$ cat src/rtl/alu_exec_stage.sv
// alu_exec_stage
//   Sequential 32-bit execute stage. It takes an operand/op bundle from decode
//   and returns a registered result and flags to writeback. Valid/ready
//   handshakes are used on both sides. SUB is computed as a + ~b + 1. Each
//   shift moves one bit per cycle.
//
//   Ports
//     clk, reset_n          rising-edge clock, synchronous active-low reset
//     in_valid / in_ready   upstream handshake (in_ready is registered)
//     in_op, in_a, in_b     000 ADD 001 SUB 010 AND 011 OR 100 XOR 101 NOT(a)
//                           110 SLL 111 SRL (shift amount = in_b[4:0])
//     out_valid / out_ready downstream handshake
//     out_result            result word
//     out_zero              result == 0
//     out_carry             ADD carry-out, SUB no-borrow, else 0
//     out_ovf               signed overflow for ADD/SUB, else 0
//     out_err               illegal op (shift requested with shifts compiled out)
//
//   Build option
//     ALU_SHIFT_EN  defined  : SLL/SRL iterate in S_SHIFT and out_err is tied 0.
//                   undefined: SLL/SRL finish in one cycle with result 0,
//                              zero=1 and err=1.
//
//   state   | meaning
//   S_IDLE  | in_ready high, waiting for a bundle
//   S_SHIFT | shifting the working value one bit per cycle (ALU_SHIFT_EN only)
//   S_HOLD  | result valid, held until out_ready
module alu_exec_stage #(
    parameter int WIDTH = 32
) (
    input  logic             clk,
    input  logic             reset_n,
    input  logic             in_valid,
    output logic             in_ready,
    input  logic [2:0]       in_op,
    input  logic [WIDTH-1:0] in_a,
    input  logic [WIDTH-1:0] in_b,
    output logic             out_valid,
    input  logic             out_ready,
    output logic [WIDTH-1:0] out_result,
    output logic             out_zero,
    output logic             out_carry,
    output logic             out_ovf,
    output logic             out_err
);
    localparam logic [2:0] OP_ADD = 3'b000;
    localparam logic [2:0] OP_SUB = 3'b001;
    localparam logic [2:0] OP_AND = 3'b010;
    localparam logic [2:0] OP_OR  = 3'b011;
    localparam logic [2:0] OP_XOR = 3'b100;
    localparam logic [2:0] OP_NOT = 3'b101;
    localparam logic [2:0] OP_SLL = 3'b110;
    localparam logic [2:0] OP_SRL = 3'b111;

`ifdef ALU_SHIFT_EN
    typedef enum logic [1:0] {S_IDLE = 2'd0, S_SHIFT = 2'd1, S_HOLD = 2'd2} state_t;
`else
    typedef enum logic [1:0] {S_IDLE = 2'd0, S_HOLD = 2'd2} state_t;
`endif

    state_t           r_state;
    state_t           w_state_nxt;
    logic             r_in_ready;
    logic             r_out_valid;
    logic [WIDTH-1:0] r_result;
    logic             r_zero;
    logic             r_carry;
    logic             r_ovf;

    logic             w_accept;
    logic             w_is_shift;
    logic             w_is_sub;
    logic             w_is_arith;
    logic [WIDTH-1:0] w_opb;
    logic [WIDTH:0]   w_sum;
    logic             w_ovf;
    logic [WIDTH-1:0] w_alu_res;

    assign w_accept   = in_valid & r_in_ready;
    assign w_is_shift = (in_op == OP_SLL) | (in_op == OP_SRL);
    assign w_is_sub   = (in_op == OP_SUB);
    assign w_is_arith = (in_op == OP_ADD) | w_is_sub;

    // The SUB path reuses the adder: the inverted B plus a carry-in of 1.
    assign w_opb = w_is_sub ? ~in_b : in_b;
    assign w_sum = {1'b0, in_a} + {1'b0, w_opb} + {{WIDTH{1'b0}}, w_is_sub};
    assign w_ovf = (in_a[WIDTH-1] == w_opb[WIDTH-1]) & (w_sum[WIDTH-1] != in_a[WIDTH-1]);

    always_comb begin
        w_alu_res = '0;
        case (in_op)
            OP_ADD, OP_SUB: w_alu_res = w_sum[WIDTH-1:0];
            OP_AND:         w_alu_res = in_a & in_b;
            OP_OR:          w_alu_res = in_a | in_b;
            OP_XOR:         w_alu_res = in_a ^ in_b;
            OP_NOT:         w_alu_res = ~in_a;
            default:        w_alu_res = '0;
        endcase
    end

`ifdef ALU_SHIFT_EN
    logic [4:0]       r_cnt;
    logic             r_srl;
    logic             w_long_shift;
    logic [WIDTH-1:0] w_shift_nxt;

    assign w_long_shift = w_is_shift & (in_b[4:0] != 5'd0);
    assign w_shift_nxt  = r_srl ? (r_result >> 1) : (r_result << 1);
    assign out_err      = 1'b0;
`else
    logic r_err;
    assign out_err = r_err;
`endif

    always_comb begin
        w_state_nxt = r_state;
        case (r_state)
            S_IDLE: begin
                if (w_accept) begin
                    w_state_nxt = S_HOLD;
`ifdef ALU_SHIFT_EN
                    if (w_long_shift) w_state_nxt = S_SHIFT;
`endif
                end
            end
`ifdef ALU_SHIFT_EN
            S_SHIFT: if (r_cnt == 5'd1) w_state_nxt = S_HOLD;
`endif
            S_HOLD:  if (out_ready) w_state_nxt = S_IDLE;
            default: w_state_nxt = S_IDLE;
        endcase
    end

    always_ff @(posedge clk) begin
        if (!reset_n) r_state <= S_IDLE;
        else          r_state <= w_state_nxt;
    end

    always_ff @(posedge clk) begin
        if (!reset_n) begin
            r_in_ready  <= 1'b0;
            r_out_valid <= 1'b0;
            r_result    <= '0;
            r_zero      <= 1'b0;
            r_carry     <= 1'b0;
            r_ovf       <= 1'b0;
`ifdef ALU_SHIFT_EN
            r_cnt       <= 5'd0;
            r_srl       <= 1'b0;
`else
            r_err       <= 1'b0;
`endif
        end else begin
            // Registered ready keeps it low for the whole reset and
            // raises it on the first edge after release.
            r_in_ready <= (w_state_nxt == S_IDLE);
            case (r_state)
                S_IDLE: begin
                    if (w_accept) begin
                        r_carry <= 1'b0;
                        r_ovf   <= 1'b0;
                        if (w_is_shift) begin
`ifdef ALU_SHIFT_EN
                            // r_result doubles as the shift working register.
                            r_result    <= in_a;
                            r_srl       <= in_op[0];
                            r_cnt       <= in_b[4:0];
                            r_zero      <= (in_a == '0);
                            r_out_valid <= (in_b[4:0] == 5'd0);
`else
                            r_result    <= '0;
                            r_zero      <= 1'b1;
                            r_err       <= 1'b1;
                            r_out_valid <= 1'b1;
`endif
                        end else begin
                            r_result    <= w_alu_res;
                            r_zero      <= (w_alu_res == '0);
                            r_carry     <= w_is_arith & w_sum[WIDTH];
                            r_ovf       <= w_is_arith & w_ovf;
                            r_out_valid <= 1'b1;
`ifndef ALU_SHIFT_EN
                            r_err       <= 1'b0;
`endif
                        end
                    end
                end
`ifdef ALU_SHIFT_EN
                S_SHIFT: begin
                    r_result <= w_shift_nxt;
                    r_cnt    <= r_cnt - 5'd1;
                    if (r_cnt == 5'd1) begin
                        r_zero      <= (w_shift_nxt == '0);
                        r_out_valid <= 1'b1;
                    end
                end
`endif
                S_HOLD: if (out_ready) r_out_valid <= 1'b0;
                default: ;
            endcase
        end
    end

    assign in_ready   = r_in_ready;
    assign out_valid  = r_out_valid;
    assign out_result = r_result;
    assign out_zero   = r_zero;
    assign out_carry  = r_carry;
    assign out_ovf    = r_ovf;
endmodule
$ cat config.mk
export PLATFORM = sky130hd
export DESIGN_NAME = alu_exec_stage
export DESIGN_NICKNAME = d
export VERILOG_FILES = /design/src/rtl/alu_exec_stage.sv
export SDC_FILE = /design/constraint.sdc
export NUM_CORES = 1
export LEC_CHECK = 0
export ABC_AREA = 1
export CAP_MARGIN = 20
export CORE_MARGIN = 1
export CORE_UTILIZATION = 48
export CTS_BUF_LIST = sky130_fd_sc_hd__clkbuf_2 sky130_fd_sc_hd__clkbuf_4 sky130_fd_sc_hd__clkbuf_8
export DETAILED_ROUTE_END_ITERATION = 7
export GPL_ROUTABILITY_DRIVEN = 0
export HOLD_SLACK_MARGIN = 0.03
export PLACE_DENSITY = 0.83
export SLEW_MARGIN = 25
export SYNTH_ARGS = -nofsm -noshare
export SYNTH_HDL_FRONTEND = slang
export SYNTH_SLANG_ARGS = --single-unit
$ cat constraint.sdc
create_clock -name clk -period 4.1 [get_ports clk]
set_clock_uncertainty 0.2 [all_clocks]
set_input_delay 1.23 -clock clk [delete_from_list [all_inputs] [get_ports clk]]
set_output_delay 1.23 -clock clk [all_outputs]
set_load 0.01 [all_outputs]
* After elaboration in Yosys (flattened, before gate mapping)
Cells that the tools add are included.
Cells by class: add/sub/neg operators 2, multipliers 0, divide/modulo/power cells 0, magnitude comparators 0, equal/unequal tests 12, shift operators 0, multiplexer cells 13, bitwise logic cells 11, reductions and logical operators 8
Operators with widths (number):
- case mux 32 bit (5 select lines) | 1
- 2-to-1 mux 32 bit | 2
- inverter 32 bit | 2
- adder 32 x 32 -> 33 bit | 1
- adder 33 x 1 -> 33 bit | 1
- AND 32 bit | 1
- zero test 32 bit | 1
- OR 32 bit | 1
- XOR 32 bit | 1
- equality test 3 bit, second input constant | 4
- equality test 3 x 2 -> 1 bit, second input constant | 2
- 2-to-1 mux 1 bit | 6
- AND 1 bit | 4
- zero test 2 bit | 2
- 2-to-1 mux 2 bit | 2
- inequality test 2 bit, second input constant | 2
- case mux 2 bit (2 select lines) | 1
- equality test 3 x 1 -> 1 bit, second input constant | 1
- zero test 3 bit | 1
- AND reduction 3 bit | 1
- equality test 2 bit, second input constant | 1
- OR 1 bit | 2
- case mux 1 bit (2 select lines) | 1
- AND reduction 2 bit | 1
- 4 further kinds | 4
Storage, ports and cells: register bits 40, latch bits 0, memory bits (writable) 0, memory bits (read-only) 0, output and inout port bits 38, logic and storage cells 54, memories 0

* Longest topological paths before layout
word-level depth 8, depth in mapped cells 25, gate-level depth less buffers 23

* Least setup slack after synthesis
OpenSTA, ideal clock, no wires.
path kind input port to flip-flop, from in in_op[0], to reg r_zero (netlist: out_zero), library setup time 60 ps, arrival time 3763 ps, data required time 3840 ps, setup slack 78 ps, stages 21, path through buf_4 inv_2 nor2_4 nand2_4 clkbuf_1 xor2_1 ha_1 a21oi_1 nor2_1 nor2_1 nand2_1 nand2_1 nand3_1 or2_0 nand3_1 nand2_1 nor2_1 nand2_1 nor2_1 nand4_1 nand2_1
On the way: longest elaborated chain between the ends 7
RTL lines:
- from (decl) | RTL line 35 | input logic [2:0] in_op,
- equality test 3 x 1 -> 1 bit | RTL line 81, 91
- 2-to-1 mux 32 bit | RTL line 85 | assign w_opb = w_is_sub ? ~in_b : in_b;
- adder 32 x 32 -> 33 bit | RTL line 86 | assign w_sum = {1'b0, in_a} + {1'b0, w_opb} + {{WIDTH{1'b0}}, w_is_sub};
- adder 33 x 1 -> 33 bit | RTL line 86
- case mux 32 bit (5 select lines) | RTL line 91 | case (in_op)
- zero test 32 bit | RTL line 178 | r_zero <= (w_alu_res == '0);
- 2-to-1 mux 1 bit (*) | RTL line 162 | if (w_is_shift) begin
- to (signal assigned) | RTL line 178
- to (decl) | RTL line 66 | logic r_zero;
Mark *: on every way between the ends. The rest lies on a longest branch, timed or not. A chain may end at the register's enable or synchronous reset.

* Final worst setup path
Same ends and word-level chain as after synthesis.

==> flow_summary.toml <==
[global_routing]
overflow = 0
antenna_found_initial = 0
grt_usage_pct = 30.5
grt_pass1_vias = 7129
grt_use_met2_pct = 55.2
grt_max_degree = 29
use_met1_pct = 34.6
grt-busiest-layer = "met2"
grt_pass1_wl_mm = 32.5
use_met3_pct = 4.00

[yosys]
postSynth.asyncResetShare_pct = 0
postSynthCellCount = 1045
yosys_warnings = 0
synth-edff-count = 0
synth_seq_area_share_pct = 12.7
syn_area_per_cell_um2 = 6.03
synthesis.nets = 1220
synthDistinctLibCells = 41
synth_top_cell_by_area = "ha_1"
synth_top_flop_cell = "dfxtp_1"
ys_seq_elements = 40
syn-cell-area_um2 = 6310
synthTopCellsByCount = "nand2_1, inv_1, nor2_1"
netlist_top_cells_area = "ha_1, nand2_1, dfxtp_1"
synth_top_area_share_pct = 20.4
synth_most_common_cell = "nand2_1"

[floorplan]
dieArea_um2 = 13600
fp.dieW_um = 117
core_um2 = 12700
row_count = 41
start_util_pct = 49.6
die_h_um = 117
ios = 109

[timing]
min_period_ns = 3.92
finalSetupTns_ns = 0
hold_viol = 0
fmax_mhz = 255
setup_viol = 0
tightest_slew_ns = 0.627
setup_ws_ns = 0.176
relSlewSlack_pct = 58.1
min_period_over_period_pct = 95.7
drv_slew = 0

[cts]
clk_latency_ns = 0.30
hold_buffers = 0
cts_buffers = 5
clock-root-buffer = "clkbuf_8"
cts_tree = "done"
cts_max_path_buffers = 2
cts_max_level = 2
cts.sinks = 40
cts.clk_slew.worst_paths_ns = 0.08

[detailed_routing]
final_antenna_net_count = 0
drcViolationCount = 0
detail_route.wl_per_cell_um = 14.6
vias_per_cell = 5.32
drtIter0Drc = 531
drt_pre_antenna_iters = 6
drt_wl_total_mm = 20.7
vias = 7520

[critical_path]
crit_path_start_kind = "input pin"
worstSetupPathType = "input pin to register"
arrival_ns = 3.96
critPathMaxStageDelay_ns = 0.38
cp_cell_sequence = "clkdlybuf4s15_1 > inv_2 > nor2_4 > buf_12 > nand2_8 > buf_4 > xor2_1 > ha_1 > nand2_1 > inv_2 > nand2_1 > nand3b_1 > a21oi_1 > nor2_1 > nor2_1 > nand4_1 > nor2_1 > nand3_1 > nor2_1 > nand4_1 > nand2_1"
worstPathRequired_ns = 4.14
critPathCaptureType = "register"
critPathMaxFanout = 6
cpMostUsedCell = "nor2_1"
critPathSlowestCell = "ha_1"

[finish]
fin_util_pct = 68.2
stdcell_area_um2 = 8680
num-nets-final = 1416
insertedDiodeCount = 0
area_delta_synth_final_pct = 37.6
drive_gt1_share_pct = 16.7

[job]
cap_viol_max_count = 0

[power]
peakVddDrop_uv = 131
report.power.total_mw = 1.85
p_per_area_nw_per_um2 = 213
p_leak_nw = 4.58

[placement]
dpl-instance-area_um2 = 8220
io_buffers = 108
dp_hpwl_mm = 16.5
dp_slack_ns = -0.549

[worst_hold_path]
hold_class = "register to register"

[status]
status = "finished clean"
## per-stage QoR
step                hold slack (ns)  std cells
floorplan                     0.287       1045
global placement              0.254       1395
detailed placement            0.260       1395
CTS                           0.275       1408
global route                  0.297       1414
finish                        0.273       1414
## state kept, by name, summed over array words and instances (netlist names)
register    cells
in_ready        1
out_result     32
r_state         2
out_carry       1
out_zero        1
out_err         1
out_valid       1
out_ovf         1
## metal layers
metal  up-vias  share of wire (%)  wire (um)
met1      3353                 40       8200
met4         0                6.2       1280
li1       3738                  -          -
met5         -                  0          0
met3        94                6.7       1390
met2       335                 47       9800
## placed cells by master (no fill, tap or decap), types with 3 or more instances in the layout
cell,instances
o211ai_1,19
o22ai_1,5
nor2_1,114
nand2_1,228
nor3_1,4
dfxtp_1,40
nand3_1,65
nand4_1,14
inv_1,180
nand3_2,6
ha_1,102
inv_2,8
o221ai_1,8
o21ai_0,37
a21oi_1,36
o21ai_1,5
nand2_2,26
xor2_1,30
a22oi_1,4
nand3b_1,10
buf_4,106
o21bai_2,3
clkbuf_8,5
a221oi_1,12
nor2_2,19
clkdlybuf4s50_1,105
buf_12,3
a21oi_2,13
## final timing paths
kind	from	end	slack, ns	cells after the start
setup / recovery	in_op[0]	out_zero	0.18	21
hold / removal	out_valid	out_valid	0.27	2
setup reg to reg	in_ready	r_state[1]	2.25	7
hold reg to reg	out_valid	out_valid	0.27	2
## worst max-delay path, delay by kind of cell
| kind | cells | cell delay, ns |
|---|---|---|
| compound gates | 1 | 0.17 |
| fa+ha+maj | 1 | 0.38 |
| xor+xnor | 1 | 0.14 |
| buf+inv | 5 | 0.63 |
| simple gates | 13 | 1.40 |
## final cells by class
class | count | area [um2]
well taps | 172 | 215
clock inverters | 3 | 42.5
multi-input cells | 786 | 4870
inverters | 190 | 716
repair buffers | 218 | 1960
clock buffers | 5 | 68.8
flip-flops and latches | 40 | 801
fillers | 1127 | 4040
## where the power goes
group          switching [mW]  internal, mW  total [mW]
clock                   0.142         0.180       0.322
combinational           0.613         0.494        1.11
sequential             0.0117         0.408       0.420
## what timing repair did
item / CTS / global route
hold endpoints to repair: 0 / 0
pin swaps: 14 / 27
endpoints found under the setup margin: 8 / 19
gates cloned: 2 / 0
setup buffers: 3 / 6
resized for setup: 35 / 47
## kinds of logic (layout without fill, tap and decap cells)
logic type               Yosys count  count (layout)  synth area share (%)
flip-flops                        40              40                  12.7
adder cells (fa/ha/maj)          104             104                  20.8
other                              1               1                0.0595
XOR/XNOR                          32              32                  4.44
AO/OA/AOI/OAI                    154             154                  15.2
AND/OR/NAND/NOR                  494             495                  33.0
buffers and inverters            220             416                  13.9
Note: power is estimated with default switching activity, not from simulation.
